### src/rtl/uart_pkg.sv
// Shared types and constants for the UART transmit arbiter.
// Holds the FSM encoding and the data/requester sizing constants.
package uart_pkg;

  localparam int UART_DATA_W = 8;
  localparam int MAX_REQ     = 8;
  localparam int ID_W        = $clog2(MAX_REQ);

  typedef enum logic [1:0] {
    ST_IDLE = 2'd0,
    ST_SEND = 2'd1,
    ST_WAIT = 2'd2
  } arb_state_t;

endpackage

### src/rtl/uart_tx_arbiter_rr_pick.sv
// Combinational round-robin picker: returns the first requester with its bit set,
// scanning from ptr upward and wrapping at N-1 -> 0.
module rr_pick
  import uart_pkg::*;
#(
  parameter int N = 4
) (
  input  logic [N-1:0]    req,
  input  logic [ID_W-1:0] ptr,
  output logic [ID_W-1:0] idx,
  output logic            any
);

  // Distance of each requester from ptr; the smallest distance among active requests wins.
  logic [ID_W:0] best_off;
  logic [ID_W:0] off;

  always_comb begin
    idx      = '0;
    any      = 1'b0;
    best_off = '1;
    off      = '0;
    for (int j = 0; j < N; j++) begin
      if (ID_W'(j) >= ptr) begin
        off = {1'b0, ID_W'(j) - ptr};
      end else begin
        off = (ID_W + 1)'(j + N) - {1'b0, ptr};
      end
      if (req[j] && (off < best_off)) begin
        best_off = off;
        idx      = ID_W'(j);
        any      = 1'b1;
      end
    end
  end

endmodule

### src/rtl/uart_tx_arbiter.sv
// Shares one UART byte transmitter between NUM_REQ valid/ready byte streams, granting
// round-robin per packet and releasing on the last byte's tx_done or on a mid-packet gap timeout.
module uart_tx_arbiter
  import uart_pkg::*;
#(
  parameter int NUM_REQ     = 4,
  parameter int GAP_TIMEOUT = 1024
) (
  input  logic                           clk,
  input  logic                           rst_n,
  input  logic [NUM_REQ-1:0]             req_valid,
  input  logic [UART_DATA_W*NUM_REQ-1:0] req_data,
  input  logic [NUM_REQ-1:0]             req_last,
  output logic [NUM_REQ-1:0]             req_ready,
  output logic                           tx_start,
  output logic [UART_DATA_W-1:0]         tx_data,
  input  logic                           tx_busy,
  input  logic                           tx_done,
  output logic                           grant_vld,
  output logic [2:0]                     grant_id,
  output logic                           gap_err
);

  localparam int GAP_W = $clog2(GAP_TIMEOUT) + 1;

  arb_state_t             state_reg, state_next;
  logic [ID_W-1:0]        rr_ptr_reg, rr_ptr_next;
  logic                   grant_vld_reg, grant_vld_next;
  logic [ID_W-1:0]        grant_id_reg, grant_id_next;
  logic [UART_DATA_W-1:0] tx_data_reg, tx_data_next;
  logic                   last_reg, last_next;
  logic                   tx_start_reg, tx_start_next;
  logic                   gap_err_reg, gap_err_next;
  logic [GAP_W-1:0]       gap_cnt_reg, gap_cnt_next;

  logic                   sel_valid;
  logic                   sel_last;
  logic [UART_DATA_W-1:0] sel_data;
  logic [ID_W-1:0]        pick_idx;
  logic                   pick_any;
  logic [ID_W-1:0]        ptr_after;
  logic                   accept;

  rr_pick #(
    .N (NUM_REQ)
  ) u_rr_pick (
    .req (req_valid),
    .ptr (rr_ptr_reg),
    .idx (pick_idx),
    .any (pick_any)
  );

  // Only the granted stream is looked at; everyone else is ignored while a grant is held.
  always_comb begin
    sel_valid = 1'b0;
    sel_last  = 1'b0;
    sel_data  = '0;
    for (int i = 0; i < NUM_REQ; i++) begin
      if (grant_id_reg == ID_W'(i)) begin
        sel_valid = req_valid[i];
        sel_last  = req_last[i];
        sel_data  = req_data[UART_DATA_W*i +: UART_DATA_W];
      end
    end
  end

  assign accept    = (state_reg == ST_SEND) && sel_valid && !tx_busy;
  assign ptr_after = (grant_id_reg == ID_W'(NUM_REQ - 1)) ? '0 : grant_id_reg + 1'b1;

  genvar gi;
  generate
    for (gi = 0; gi < NUM_REQ; gi++) begin : g_ready
      assign req_ready[gi] = accept && (grant_id_reg == ID_W'(gi));
    end
  endgenerate

  always_comb begin
    state_next     = state_reg;
    rr_ptr_next    = rr_ptr_reg;
    grant_vld_next = grant_vld_reg;
    grant_id_next  = grant_id_reg;
    tx_data_next   = tx_data_reg;
    last_next      = last_reg;
    tx_start_next  = 1'b0;
    gap_err_next   = 1'b0;
    gap_cnt_next   = gap_cnt_reg;
    case (state_reg)
      ST_IDLE: begin
        gap_cnt_next = '0;
        if (pick_any) begin
          grant_id_next  = pick_idx;
          grant_vld_next = 1'b1;
          state_next     = ST_SEND;
        end
      end
      ST_SEND: begin
        if (accept) begin
          tx_data_next  = sel_data;
          last_next     = sel_last;
          tx_start_next = 1'b1;
          gap_cnt_next  = '0;
          state_next    = ST_WAIT;
        end else if (!sel_valid) begin
          if (gap_cnt_reg == GAP_W'(GAP_TIMEOUT - 1)) begin
            gap_err_next   = 1'b1;
            grant_vld_next = 1'b0;
            rr_ptr_next    = ptr_after;
            gap_cnt_next   = '0;
            state_next     = ST_IDLE;
          end else if (gap_cnt_reg != {GAP_W{1'b1}}) begin
            gap_cnt_next = gap_cnt_reg + 1'b1;
          end
        end
      end
      ST_WAIT: begin
        // A done coincident with our own start pulse belongs to no byte of ours.
        if (tx_done && !tx_start_reg) begin
          if (last_reg) begin
            grant_vld_next = 1'b0;
            rr_ptr_next    = ptr_after;
            state_next     = ST_IDLE;
          end else begin
            state_next = ST_SEND;
          end
        end
      end
      default: state_next = ST_IDLE;
    endcase
  end

  always_ff @(posedge clk or negedge rst_n) begin
    if (!rst_n) begin
      state_reg     <= ST_IDLE;
      rr_ptr_reg    <= '0;
      grant_vld_reg <= 1'b0;
      grant_id_reg  <= '0;
      tx_data_reg   <= '0;
      last_reg      <= 1'b0;
      tx_start_reg  <= 1'b0;
      gap_err_reg   <= 1'b0;
      gap_cnt_reg   <= '0;
    end else begin
      state_reg     <= state_next;
      rr_ptr_reg    <= rr_ptr_next;
      grant_vld_reg <= grant_vld_next;
      grant_id_reg  <= grant_id_next;
      tx_data_reg   <= tx_data_next;
      last_reg      <= last_next;
      tx_start_reg  <= tx_start_next;
      gap_err_reg   <= gap_err_next;
      gap_cnt_reg   <= gap_cnt_next;
    end
  end

  assign tx_start  = tx_start_reg;
  assign tx_data   = tx_data_reg;
  assign grant_vld = grant_vld_reg;
  assign grant_id  = grant_id_reg;
  assign gap_err   = gap_err_reg;

endmodule
### config.mk
export PLATFORM = sky130hd
export DESIGN_NAME = uart_tx_arbiter
export DESIGN_NICKNAME = d
export VERILOG_FILES = /design/src/rtl/uart_pkg.sv /design/src/rtl/uart_tx_arbiter_rr_pick.sv /design/src/rtl/uart_tx_arbiter.sv
export SDC_FILE = /design/constraint.sdc
export NUM_CORES = 1
export LEC_CHECK = 0
export CAP_MARGIN = 20
export CORE_ASPECT_RATIO = 1.4
export CORE_UTILIZATION = 25
export DETAILED_ROUTE_END_ITERATION = 10
export HOLD_SLACK_MARGIN = 0.06
export SLEW_MARGIN = 20
export SYNTH_ARGS = -nofsm -noshare
export SYNTH_HDL_FRONTEND = slang
export SYNTH_SLANG_ARGS = --single-unit
### constraint.sdc
create_clock -name clk -period 11.4 [get_ports clk]
set_input_delay 1.71 -clock clk [delete_from_list [all_inputs] [get_ports clk]]
set_output_delay 1.71 -clock clk [all_outputs]
set_load 0.005 [all_outputs]
==> run_results.csv, run 1 <==
group,metric,value,unit
run_status,outcome,"complete, no violations",
sta,max_clock_freq,174,MHz
sta,tightest_slew,856,ps
critical_path,worst_setup_path_end_kind,"output pin",
sta,fin_tns_setup,0,ps
layout,most_frequent_cells_in_the_layout,"clkdlybuf4s50_1, a21oi_1, dfrtp_1",
global_routing,grt_use_total,14.2,%
cts,cts.repair.resized,0,
global_routing,number_of_global_route_vias_before_repair,2174,
placed_design,port_buffers,60,
placed_design,gpl.final_weighted_congestion,0.763,
critical_path,crit_type,"primary input to output pin",
layout,number_of_standard_cells_in_the_layout_taps_in_and_fillers_out,419,
die,dieHeight,112,um
layout,mostFrequentLayoutCell,"clkdlybuf4s50_1",
sta,finalCriticalPeriod,5740,ps
global_routing,grt_pass1_wl,9890,um
placed_design,detailed_placement_wirelength_estimate,4400,um
logic_synthesis,postSynth.asyncResetShare,100,%
cts,htree_levels,2,
logic_synthesis,top_area_cell_type_share_of_the_netlist_area,33.6,%
cts,cts_sinks,29,
worst_hold_path,hold_path_class,"flop to flop",
sta,relSlewSlack,42.9,%
pwr,worst_ir_drop_vdd,0.128,mV
sta,post_route_skew,4.12,ps
die,ios,62,
detailed_routing,drt_first_pass_iters,4,
logic_synthesis,ys_ff_latch,29,
critical_path,crit-reg2reg-capture,"grant_vld$_DFFE_PN0P_",
detailed_routing,num_vias,2065,
die,row_count,39,
die,die_w,80.6,um
sta,post-route-period-util,50.4,%
logic_synthesis,synth_seq_area_share,33.6,%
layout,drive_gt1_share,5.68,%
die,initial_core_util,26.2,%
pwr,p_per_area,238,nW/um^2
detailed_routing,route.detailed.vias_per_inst,4.93,
layout,largest_register_ffs,11,
layout,antenna_cells_inserted,0,
detailed_routing,routed_len_inst,13.6,um
critical_path,setup.worst_path.start_class,"primary input",
cts,tritoncts,"done",
pwr,p_leak,1.26,nW
cts,cts_buffer_depth,2,
die,coreArea,8250,sq um
critical_path,rr_worst_depth,18,
critical_path,worst-endpoint-arrival,4030,ps
layout,final_standard_cell_utilization_of_the_core,36.6,%
cts,worst_setup_hold_path_clk_slew,50,ps
critical_path,critical_path_required_time,9690,ps
global_routing,grt_antenna_before_repair,0,
critical_path,rr_startpoint,"rr_ptr_reg[0]$_DFFE_PN0P_",
logic_synthesis,postSynth.topFlopCell,"dfrtp_1",
logic_synthesis,synth.largest_area_cell,"dfrtp_1",
cts,clock_tree.root_cell,"clkbuf_16",
layout,finish.net_count,376,
cts,cts.repair_timing.setup_buffer_count,0,
run,timing.max_cap.violations,0,
cts,cts_hold_repair.buffers,0,
layout,finalInstanceArea,3020,sq um
global_routing,grt_total_ovfl,0,
detailed_routing,route.detailed.drc,0,
logic_synthesis,syn_inst,255,
logic_synthesis,number_of_enable_flip_flop_cells_after_synthesis,0,
layout,flow.area_growth_from_synthesis,39.5,%
detailed_routing,antenna_left,0,
sta,final.hold.worst_slack,511,ps
sta,report.final.slew_viol_count,0,
placed_design,placement_stage_cell_area,2880,sq um
global_routing,grt_max_degree,30,
detailed_routing,drt_wl_total,5680,um
sta,report.final.hold_viol_count,0,
detailed_routing,drt_first_iter_violations,71,
critical_path,crit_start,"req_valid[0]",
logic_synthesis,ys.warnings.count,0,
logic_synthesis,synth_area,2160,sq um
logic_synthesis,synth_top_cells_by_area,"dfrtp_1, ha_1, a21oi_1",
critical_path,critical_path.endpoint,"req_ready[3]",
critical_path,timing.critical_path.fanout_max,28,
cts,tritoncts.num_buffers,5,
logic_synthesis,synth.avg_cell_area,8.47,sq um
placed_design,place.detailed.instances,411,
die,floorplan.die_area,9020,sq um
sta,setup_violations,0,
critical_path,reg2reg_setup_slack,7220,ps
sta,rsz_0062_raised_after_global_routing,"no",
cts,clk_latency,270,ps
logic_synthesis,yosysUniqueCellTypes,46,
layout,n_fill_cell,852,
[area by class of cell]
type	count	area (sq um)	share of cell area (%)
Inverter	17	63.8	2.12
Sequential cell	29	726	24.1
Multi-Input combinational cell	201	1350	44.6
Tap cell	102	128	4.23
Clock buffer	8	136	4.52
Timing Repair Buffer	62	616	20.4
[cells by family after synthesis]
family | count (synthesis) | share of synthesized area (%)
AO/OA/AOI/OAI | 70 | 21.7
XOR/XNOR | 4 | 1.62
adder cells (fa/ha/maj) | 16 | 9.26
buffers and inverters | 28 | 5.04
flip-flops | 29 | 33.6
multiplexers | 8 | 4.00
other | 1 | 0.174
AND/OR/NAND/NOR | 99 | 24.6
[metrics by stage]
step,worst slack (ps),total power [mW]
6_report,5660,0.718
5_1_grt,5580,0.787
4_1_cts,5670,0.724
3_5_place_dp,5680,0.596
3_3_place_gp,5750,0.589
2_1_floorplan,6590,0.453
[layer usage]
metal  up-vias  GRT usage, %  wire length (um)
li1       1039             -                 -
met1       966          15.9              2430
met2        51          24.8              2870
met3         9          3.28               245
met4         0          6.19               127
met5         -             0                 0
[critical path, stage by stage]
cell and delay [ps]:
clkdlybuf4s50_1 550, and3b_1 270, a2111oi_4 530, nor4b_4 90
buf_4 240, and2_1 190, clkdlybuf4s50_1 440
[power by group]
group	internal [mW]	total, mW	switching, mW
registers	0.137	0.164	0.0269
logic	0.199	0.431	0.232
clock network	0.0808	0.123	0.0419
total	0.417	0.718	0.301
[how the worst min path moves through the flow]
stage,depth (start not counted),startpoint,end
3_3_place_gp,1,gap_cnt_reg[1]$_DFFE_PN0P_,gap_cnt_reg[1]$_DFFE_PN0P_
6_report,1,gap_cnt_reg[1]$_DFFE_PN0P_,gap_cnt_reg[1]$_DFFE_PN0P_
2_1_floorplan,1,gap_cnt_reg[1]$_DFFE_PN0P_,gap_cnt_reg[1]$_DFFE_PN0P_
4_1_cts,1,gap_cnt_reg[1]$_DFFE_PN0P_,gap_cnt_reg[1]$_DFFE_PN0P_
3_5_place_dp,1,gap_cnt_reg[1]$_DFFE_PN0P_,gap_cnt_reg[1]$_DFFE_PN0P_
5_1_grt,1,gap_cnt_reg[1]$_DFFE_PN0P_,gap_cnt_reg[1]$_DFFE_PN0P_
[synthesized netlist by cell type (6+ instances only)]
| cell | instances |
|---|---|
| clkbuf_1 | 10 |
| dfrtp_1 | 29 |
| o21ai_0 | 7 |
| ha_1 | 16 |
| nor3_1 | 7 |
| nand3_1 | 9 |
| nand2_1 | 17 |
| inv_1 | 17 |
| nand3b_1 | 6 |
| nor2b_1 | 9 |
| nor2_1 | 24 |
| a21oi_1 | 34 |
(Power assumes the default switching activity.)
==> inputs of run 2 (changes only) <==
==> constraint.sdc (replaced) <==
create_clock -name clk -period 5.4 [get_ports clk]
set_input_delay 0.81 -clock clk [delete_from_list [all_inputs] [get_ports clk]]
set_output_delay 0.81 -clock clk [all_outputs]
set_load 0.005 [all_outputs]
==> run_results.csv, run 2 (synthesis gave the netlist of run 1 again) <==
group,metric,value,unit
sta,report.final.slew_viol_count,0,
sta,max_clock_freq,222,MHz
placed_design,place_worst_setup_slack,663,ps
sta,report.final.hold_viol_count,0,
die,coreArea,8250,sq um
critical_path,crit_start,"req_valid[0]",
layout,antenna_cells_inserted,0,
cts,cts.repair.resized,0,
pwr,worst_ir_drop_vdd,0.263,mV
cts,cts_hold_repair.buffers,0,
cts,clk_latency,280,ps
critical_path,path_delay_family,"adder cells",
critical_path,critPathSlowestCell,"clkdlybuf4s50_1",
placed_design,port_buffers,60,
sta,tightest_slew,782,ps
detailed_routing,routed_len_inst,13.6,um
detailed_routing,drt_first_pass_iters,4,
detailed_routing,drt_first_iter_violations,67,
sta,finalCriticalPeriod,4500,ps
layout,n_fill_cell,860,
detailed_routing,drt_wl_total,5720,um
placed_design,gpl.final_weighted_congestion,0.857,
cts,htree_levels,2,
placed_design,placement_stage_cell_area,2890,sq um
placed_design,place.detailed.instances,412,
critical_path,slowest_delay,540,ps
layout,number_of_standard_cells_in_the_layout_taps_in_and_fillers_out,420,
die,initial_core_util,26.2,%
cts,cts_buffer_depth,2,
worst_hold_path,hold_path_class,"flop to flop",
die,floorplan.die_area,9020,sq um
worst_hold_path,min_from,"gap_cnt_reg[1]$_DFFE_PN0P_",
cts,tritoncts,"done",
layout,most_frequent_cells_in_the_layout,"clkdlybuf4s50_1, a21oi_1, dfrtp_1",
cts,clock_tree.root_cell,"clkbuf_16",
global_routing,number_of_global_route_vias_before_repair,2075,
critical_path,setup.worst_path.start_class,"primary input",
critical_path,worst_setup_path_end_kind,"flop",
pwr,totalPowerFinal,1.55,mW
cts,worst_setup_hold_path_clk_slew,50,ps
critical_path,rr_startpoint,"rr_ptr_reg[0]$_DFFE_PN0P_",
global_routing,grt_total_ovfl,0,
sta,rsz_0062_raised_after_global_routing,"no",
die,dieHeight,112,um
placed_design,detailed_placement_wirelength_estimate,4480,um
global_routing,grt_pass1_wl,9720,um
sta,relSlewSlack,47.6,%
critical_path,critical_path_required_time,5560,ps
die,row_count,39,
critical_path,timing.critical_path.fanout_max,8,
layout,mostFrequentLayoutCell,"clkdlybuf4s50_1",
run_status,outcome,"complete, no violations",
cts,tritoncts.num_buffers,5,
sta,final.hold.worst_slack,506,ps
run,timing.max_cap.violations,0,
global_routing,grt_max_degree,30,
cts,cts.repair_timing.setup_buffer_count,0,
critical_path,path_buf_inv,1,
layout,finalInstanceArea,3040,sq um
die,die_w,80.6,um
layout,final_standard_cell_utilization_of_the_core,36.9,%
sta,finalWorstSetupSlack,896,ps
critical_path,worst-endpoint-arrival,4660,ps
die,ios,62,
critical_path,crit_type,"primary input to flop",
cts,cts_sinks,29,
sta,post_route_skew,4.91,ps
sta,setup_violations,0,
layout,finish.net_count,377,
layout,drive_gt1_share,6.92,%
detailed_routing,route.detailed.vias_per_inst,4.93,
global_routing,grt_use_total,14.1,%
detailed_routing,route.detailed.drc,0,
pwr,p_leak,1.28,nW
layout,largest_register_ffs,11,
sta,fin_tns_setup,0,ps
pwr,p_per_area,509,nW/um^2
detailed_routing,antenna_left,0,
sta,post-route-period-util,83.4,%
layout,flow.area_growth_from_synthesis,40.9,%
global_routing,grt_antenna_before_repair,0,
detailed_routing,num_vias,2070,
critical_path,worstPathCellList,"clkdlybuf4s50_1 > ha_1 > o21ai_0 > o21a_1 > o21ai_0 > ha_1 > and4_1 > o2111ai_1 > o211ai_1 > mux2_2 > ha_1 > nor2_1 > o21ai_0 > and4_1 > nand4b_1 > mux2_2",
run 2: worst paths after layout:
kind | to | slack [ps] | cells past startpoint
worst min register to register | gap_cnt_reg[1]$_DFFE_PN0P_ | 510 | 1
worst max-delay path | state_reg[1]$_DFFE_PN0P_ | 900 | 16
min in group asynchronous | tx_start$_DFF_PN0_ | 920 | 2
worst min-delay path | gap_cnt_reg[1]$_DFFE_PN0P_ | 510 | 1
worst max register to register | state_reg[1]$_DFFE_PN0P_ | 1210 | 17
max in group asynchronous | grant_id[0]$_DFFE_PN0P_ | 4190 | 2
run 2: cell type report:
cell class                      count  area, sq um  area share (%)
Tap cell                          102          128            4.19
Clock inverter                      1         5.00           0.164
Multi-Input combinational cell    201         1350            44.2
Sequential cell                    29          726            23.8
Timing Repair Buffer               63          623            20.5
Inverter                           17         63.8            2.10
Clock buffer                        7          153            5.01
run 2: worst reg2reg max path, delay by kind of cell (launching register included):
| family | cells | cell delay [ps] |
|---|---|---|
| simple gates | 4 | 620 |
| buf+inv | 1 | 120 |
| flops | 1 | 400 |
| compound gates | 7 | 1340 |
| fa+ha+maj | 3 | 950 |
| mux | 2 | 660 |
run 2: metal layers:
metal | up-vias | global-route usage, % | part of all wire (%)
li1 | 1032 | - | -
met1 | 978 | 16.1 | 42
met2 | 51 | 25.0 | 52
met3 | 9 | 2.79 | 3.7
met4 | 0 | 5.60 | 2.0
met5 | - | 0 | 0
run 2: report_power, final:
part | switching (mW) | internal, mW | total, mW
combinational | 0.494 | 0.423 | 0.917
clock | 0.0927 | 0.194 | 0.287
sequential | 0.0542 | 0.289 | 0.344
total | 0.641 | 0.907 | 1.55
==> inputs of run 3 (changes only) <==
==> constraint.sdc (replaced) <==
create_clock -name clk -period 3.8 [get_ports clk]
set_input_delay 0.57 -clock clk [delete_from_list [all_inputs] [get_ports clk]]
set_output_delay 0.57 -clock clk [all_outputs]
set_load 0.005 [all_outputs]
==> run_results.csv, run 3 (synthesis gave the netlist of run 1 again) <==
group,metric,value,unit
run_status,outcome,"complete, no violations",
layout,finish.net_count,399,
placed_design,detailed_placement_wirelength_estimate,4480,um
critical_path,setup.worst_path.start_class,"primary input",
run,timing.max_cap.violations,0,
cts,cts_sinks,29,
layout,flow.area_growth_from_synthesis,54.3,%
global_routing,grt_max_degree,30,
detailed_routing,antenna_left,0,
layout,largest_register_ffs,11,
sta,report.final.hold_viol_count,0,
pwr,p_per_area,772,nW/um^2
die,row_count,39,
cts,htree_levels,2,
worst_hold_path,hold_path_class,"flop to flop",
cts,worst_setup_hold_path_clk_slew,50,ps
global_routing,grt_total_ovfl,0,
detailed_routing,routed_len_inst,13.8,um
critical_path,worst_setup_path_end_kind,"flop",
detailed_routing,drt_first_iter_violations,103,
detailed_routing,num_vias,2164,
sta,relSlewSlack,55.1,%
critical_path,worst-endpoint-arrival,3840,ps
critical_path,crit-reg2reg-capture,"state_reg[1]$_DFFE_PN0P_",
sta,post-route-period-util,97.2,%
pwr,totalPowerFinal,2.57,mW
layout,mostFrequentLayoutCell,"clkdlybuf4s50_1",
die,coreArea,8250,sq um
global_routing,grt_pass1_wl,10100,um
cts,cts_buffer_depth,2,
sta,final.hold.worst_slack,505,ps
placed_design,placement_stage_cell_area,3010,sq um
cts,tritoncts,"done",
global_routing,number_of_global_route_vias_before_repair,2205,
placed_design,port_buffers,60,
pwr,p_leak,1.43,nW
pwr,worst_ir_drop_vdd,0.327,mV
critical_path,crit_start,"req_valid[1]",
cts,tritoncts.num_buffers,5,
layout,finalInstanceArea,3330,sq um
critical_path,crit_type,"primary input to flop",
critical_path,rr_startpoint,"rr_ptr_reg[0]$_DFFE_PN0P_",
critical_path,critical_path.endpoint,"state_reg[1]$_DFFE_PN0P_",
sta,tightest_slew,668,ps
die,dieHeight,112,um
cts,clk_latency,270,ps
cts,cts_hold_repair.buffers,0,
die,initial_core_util,26.2,%
detailed_routing,route.detailed.drc,0,
critical_path,critical_path_required_time,3950,ps
sta,finalCriticalPeriod,3690,ps
die,floorplan.die_area,9020,sq um
sta,max_clock_freq,271,MHz
detailed_routing,route.detailed.vias_per_inst,4.90,
die,die_w,80.6,um
layout,most_frequent_cells_in_the_layout,"clkdlybuf4s50_1, a21oi_1, dfrtp_1",
layout,n_fill_cell,840,
layout,drive_gt1_share,16.8,%
cts,clock_tree.root_cell,"clkbuf_16",
sta,fin_tns_setup,0,ps
detailed_routing,drt_wl_total,6100,um
critical_path,reg2reg_setup_slack,120,ps
layout,antenna_cells_inserted,0,
global_routing,grt_use_total,14.2,%
detailed_routing,drt_first_pass_iters,4,
global_routing,grt_antenna_before_repair,0,
sta,report.final.slew_viol_count,0,
critical_path,rr_worst_depth,17,
worst_hold_path,min_from,"gap_cnt_reg[1]$_DFFE_PN0P_",
sta,post_route_skew,5.29,ps
placed_design,gpl.final_weighted_congestion,0.885,
sta,setup_violations,0,
critical_path,timing.critical_path.fanout_max,3,
die,ios,62,
run 3: worst max-delay path, stage by stage:
cell	delay (ps)
clkdlybuf4s50_1	480
nor2b_4	160
o21a_1	210
nand2_1	100
o21ai_2	100
ha_4	240
a21o_1	170
a31oi_2	180
o211ai_1	150
mux2_4	340
ha_4	220
nor2_4	80
o21ai_2	60
and4_1	200
nand4b_1	240
mux2_4	340
run 3: worst min path at each step:
stage	end	depth (start not counted)
5_1_grt	gap_cnt_reg[1]$_DFFE_PN0P_	1
3_5_place_dp	gap_cnt_reg[1]$_DFFE_PN0P_	1
6_report	gap_cnt_reg[1]$_DFFE_PN0P_	1
3_3_place_gp	gap_cnt_reg[1]$_DFFE_PN0P_	1
4_1_cts	gap_cnt_reg[1]$_DFFE_PN0P_	1
2_1_floorplan	gap_cnt_reg[0]$_DFFE_PN0P_	0
run 3: repair_timing:
item / in CTS / in global routing
pin swaps: 7 / 11
resized for setup: 13 / 12
setup endpoints to repair: 3 / 3
buffers inserted: 3 / 2
run 3: final cells by class:
class	instances	area [sq um]	area share, %
clock buffer	7	143	4.28
tap	102	128	3.83
multi-input combinational	201	1460	43.7
timing repair buffer	85	787	23.6
inverter	17	63.8	1.91
clock inverter	1	30.0	0.901
sequential	29	726	21.8
run 3: layer usage:
layer  share of wire (%)  routed length (um)  global-route usage, %  vias to the layer above
li1                    -                   -                      -                     1076
met3                 4.4                 267                   2.46                        8
met5                   0                   0                      0                        -
met2                  51                3130                   24.0                       67
met4                 2.5                 152                   4.88                        0
met1                  42                2550                   17.9                     1013
run 3: report_power, final:
group | switching (mW) | leakage, nW | total, mW | internal (mW)
clock | 0.130 | 0.0841 | 0.456 | 0.327
combinational | 0.808 | 0.982 | 1.63 | 0.825
sequential | 0.0724 | 0.366 | 0.483 | 0.411
run 3: per-stage QoR:
step                      util (%)  setup slack (ps)  cells
final                         40.4               108    442
after global placement        36.5              -304    429
after floorplan                  -               100    258
after CTS                     39.6              11.4    440
after detailed placement      36.5              -413    429
after global routing          40.4              -133    442
==> variant 1, RTL diff (flow settings as in run 1) <==
The parameter `NUM_REQ` goes from 4 to 6.
--- a/src/rtl/uart_tx_arbiter.sv
+++ b/src/rtl/uart_tx_arbiter.sv
@@ -3,7 +3,7 @@
 module uart_tx_arbiter
   import uart_pkg::*;
 #(
-  parameter int NUM_REQ     = 4,
+  parameter int NUM_REQ     = 6,
   parameter int GAP_TIMEOUT = 1024
 ) (
   input  logic                           clk,
Interface: changed (resized req_data, req_last, req_ready and req_valid); port bits go from 62 to 84. The function was not compared with the original's and may differ.
==> variant 1 against run 1 <==
Wire length increased by 85%; setup slack got worse by 3.6 ns; sequential cell count increased by 2; area after synthesis increased by 64%; largest cell class unchanged; clock skew about the same; cell area increased by 56%; critical endpoint is now state_reg[0]$_DFFE_PN0P_; first-iteration DRC count increased by 75%; total power increased by 88%; largest power group unchanged.
==> variant 1: results (changes against run 1) <==
| Metric | Value |
|---|---|
| Status | `finished clean` |
| Non-clock inverter total of the final layout | `23 (+6)` |
| Layout cells sized above 1 | `6.74% (+1.1 points)` |
| Vias in the first global route | `3580 (+65%)` |
| Max VDD drop | `0.0801 mV (-38%)` |
| Post-Syn Instances | `446 (+75%)` |
| Final Cycle Share | `81.7% (+31 points)` |
| Multi-input combinational cell count | `370 (+84%)` |
| Skew final | `0.00385 ns (-0.000267 ns)` |
| Register area share after synthesis | `21.9% (-12 points)` |
| Fillers | `1490 (+75%)` |
| Total global-route track usage | `14.6% (+0.46 points)` |
| R2r worst-path depth | `31 (+13)` |
| Final RePlAce weighted congestion | `0.875 (+15%)` |
| Pre-CTS setup slack | `1.86 ns (-3.83 ns)` |
| Clk power | `0.000138 W (+12%)` |
| Worst hold slack | `0.481 ns (-0.0304 ns)` |
| Crit Path Class | `primary input to flip-flop` |
| Signal buf overhead | `18.4% (-2.1 points)` |
| Hold path start | `tx_data[4]$_DFFE_PN0P_` |
| Post-DR vias/cell | `4.99 (+1.2%)` |
| Core area | `13800 um^2 (+68%)` |
| Post-synth cell types | `69 (+50%)` |
| Sequential share of cell area | `16.5% (-7.5 points)` |
| Max Fanout on Critical Path | `12 (-57%)` |
| P_int | `0.000664 W (+59%)` |
| Repair and plain buffers | `87 (+40%)` |
| Post-DP HPWL | `8.23 mm (+87%)` |
| Slowest stage delay, CP | `0.72 ns (+0.17 ns)` |
| Power per cell area | `287 nW/um^2 (+21%)` |
| Fraction of area in multi-input gates | `55.0% (+10 points)` |
| RR Endpoint | `state_reg[0]$_DFFE_PN0P_` |
| Clock-cell share | `3.34% (-1.2 points)` |
| Starting DRT DRC Count | `124 (+75%)` |
| CTS sink cnt | `31 (+6.9%)` |
| I/O Buffers | `83 (+38%)` |
| Top cells by count, synth | `o21ai_0, nand2_1, mux2i_1` |
| Hold EP | `tx_data[4]$_DFFE_PN0P_` |
| Sequential power share | `14.4% (-8.4 points)` |
==> variant 1: layer usage <==
metal  routed length (um)  share of wire [%]  track usage, %  vias up
li1                     -                  -               -     1765
met1                 4190                 40            16.8     1644
met2                 5600                 53            26.5       77
met3                  386                3.7            1.86       26
met4                  305                2.9            6.39        0
met5                    0                  0               0        -
==> variant 1: kinds of logic after synthesis <==
logic type               Yosys count  share of synthesized area [%]
adder cells (fa/ha/maj)           24                           8.48
AO/OA/AOI/OAI                    139                           27.1
flip-flops                        31                           21.9
multiplexers                      37                           10.6
buffers and inverters             45                           5.30
AND/OR/NAND/NOR                  159                           24.1
other                              1                          0.106
XOR/XNOR                          10                           2.47
==> variant 1: worst max-delay path, delay by kind of cell <==
kind | cells | cell delay [ns]
compound gates | 11 | 2.97
fa+ha+maj | 4 | 1.07
buf+inv | 2 | 0.78
mux | 4 | 1.15
simple gates | 7 | 1.75
==> variant 2, RTL diff (flow settings as in run 1) <==
Without the edit above. One comparison of `gap_cnt_reg` changes from == to >=.
--- a/src/rtl/uart_tx_arbiter.sv
+++ b/src/rtl/uart_tx_arbiter.sv
@@ -101,7 +101,7 @@
           gap_cnt_next  = '0;
           state_next    = ST_WAIT;
         end else if (!sel_valid) begin
-          if (gap_cnt_reg == GAP_W'(GAP_TIMEOUT - 1)) begin
+          if (gap_cnt_reg >= GAP_W'(GAP_TIMEOUT - 1)) begin
             gap_err_next   = 1'b1;
             grant_vld_next = 1'b0;
             rr_ptr_next    = ptr_after;
Formal check against the unedited RTL: no difference found for any inputs over 4 cycles, from zero or initial values and one cycle with rst_n low; that may be too few to reach the edited logic, so the function may still have changed.
==> variant 2 against run 1 <==
Area after synthesis decreased by 6.3%; total power shrank 12%; critical path type unchanged; highest routed layer unchanged; wire length shrank 8.2%; count of clock-buffer cells in the layout decreased by 2; sequential cell count is the same; utilization decreased by 0.38 points; cell area down 6.4%; largest power group unchanged; setup slack gained 0.095 ns.
==> variant 2: results (changes against run 1) <==
| Metric | Value |
|---|---|
| Max Fanout on Critical Path | `25 (-11%)` |
| Top cells by count, synth | `a21oi_1, dfrtp_1, nor2_1` |
| Hold EP | `gap_cnt_reg[10]$_DFFE_PN0P_` |
| Fin nets | `354 (-5.9%)` |
| XOR/XNOR share of the synthesized area | `0.433% (-1.2 points)` |
| Synth area leaders | `dfrtp_1, ha_1, a21oi_1` |
| Compound-cell area share of the yosys netlist | `23.8% (+2.1 points)` |
| R2r worst-path depth | `8 (-10)` |
| Slowest stage delay, CP | `0.53 ns (-0.02 ns)` |
| Critical R2R Launch | `grant_id[1]$_DFFE_PN0P_` |
| DP Area | `2740 um^2 (-4.9%)` |
| Hold path start | `gap_cnt_reg[10]$_DFFE_PN0P_` |
| Wire length on met1 | `2.13 mm (-13%)` |
| DRT Wirelength | `5.22 mm (-8.2%)` |
| Post-DR vias/cell | `4.90 (-0.55%)` |
| Starting DRT DRC Count | `59 (-17%)` |
| Register area share after synthesis | `35.8% (+2.3 points)` |
| Root Driver | `clkbuf_8` |
| Layout cells sized above 1 | `6.10% (+0.42 points)` |
| Post-DP HPWL | `3.92 mm (-11%)` |
| Status | `finished clean` |
| Post-synth cell types | `40 (-13%)` |
| Die area | `8470 um^2 (-6.2%)` |
| Max VDD drop | `0.0680 mV (-47%)` |
| Post-Syn Instances | `233 (-8.6%)` |
| Pre-CTS setup slack | `5.78 ns (+0.0917 ns)` |
| Vias in the first global route | `1889 (-13%)` |
| FF-to-FF setup slack | `7.98 ns (+0.76 ns)` |
| Fillers | `821 (-3.6%)` |
| Placed instance count | `387 (-5.8%)` |
| Total global-route track usage | `12.7% (-1.4 points)` |
| Met3 wire len | `252 um (+2.9%)` |
| Met1 usage | `14.0% (-2.0 points)` |
| GR Util met2 | `23.0% (-1.8 points)` |
| Worst hold slack | `0.521 ns (+0.00972 ns)` |
-- variant 2: worst max-delay path by stage --
stage / start / slack, ns / cells after the start / to
global route: req_valid[0] / 5.61 / 7 / req_ready[1]
finish: req_valid[0] / 5.75 / 7 / req_ready[3]
detailed placement: req_valid[0] / 5.78 / 7 / req_ready[3]
floorplan: req_valid[0] / 6.89 / 5 / req_ready[0]
CTS: req_valid[0] / 5.75 / 7 / req_ready[3]
global placement: req_valid[0] / 5.77 / 7 / req_ready[3]
-- variant 2: report_power, final --
part,internal (W),leakage (nW),switching [W]
clock,0.0000422,0.0450,0.0000388
combinational,0.000183,0.822,0.000202
sequential,0.000137,0.366,0.0000283
-- variant 2: cell type report --
cell class | count | area (um^2) | share of cell area, %
multi-input cells | 184 | 1230 | 43.5
flip-flops and latches | 29 | 726 | 25.7
repair buffers | 62 | 616 | 21.8
well taps | 100 | 125 | 4.43
clock buffers | 6 | 72.6 | 2.57
inverters | 12 | 45.0 | 1.60
clock inverters | 2 | 10.0 | 0.355
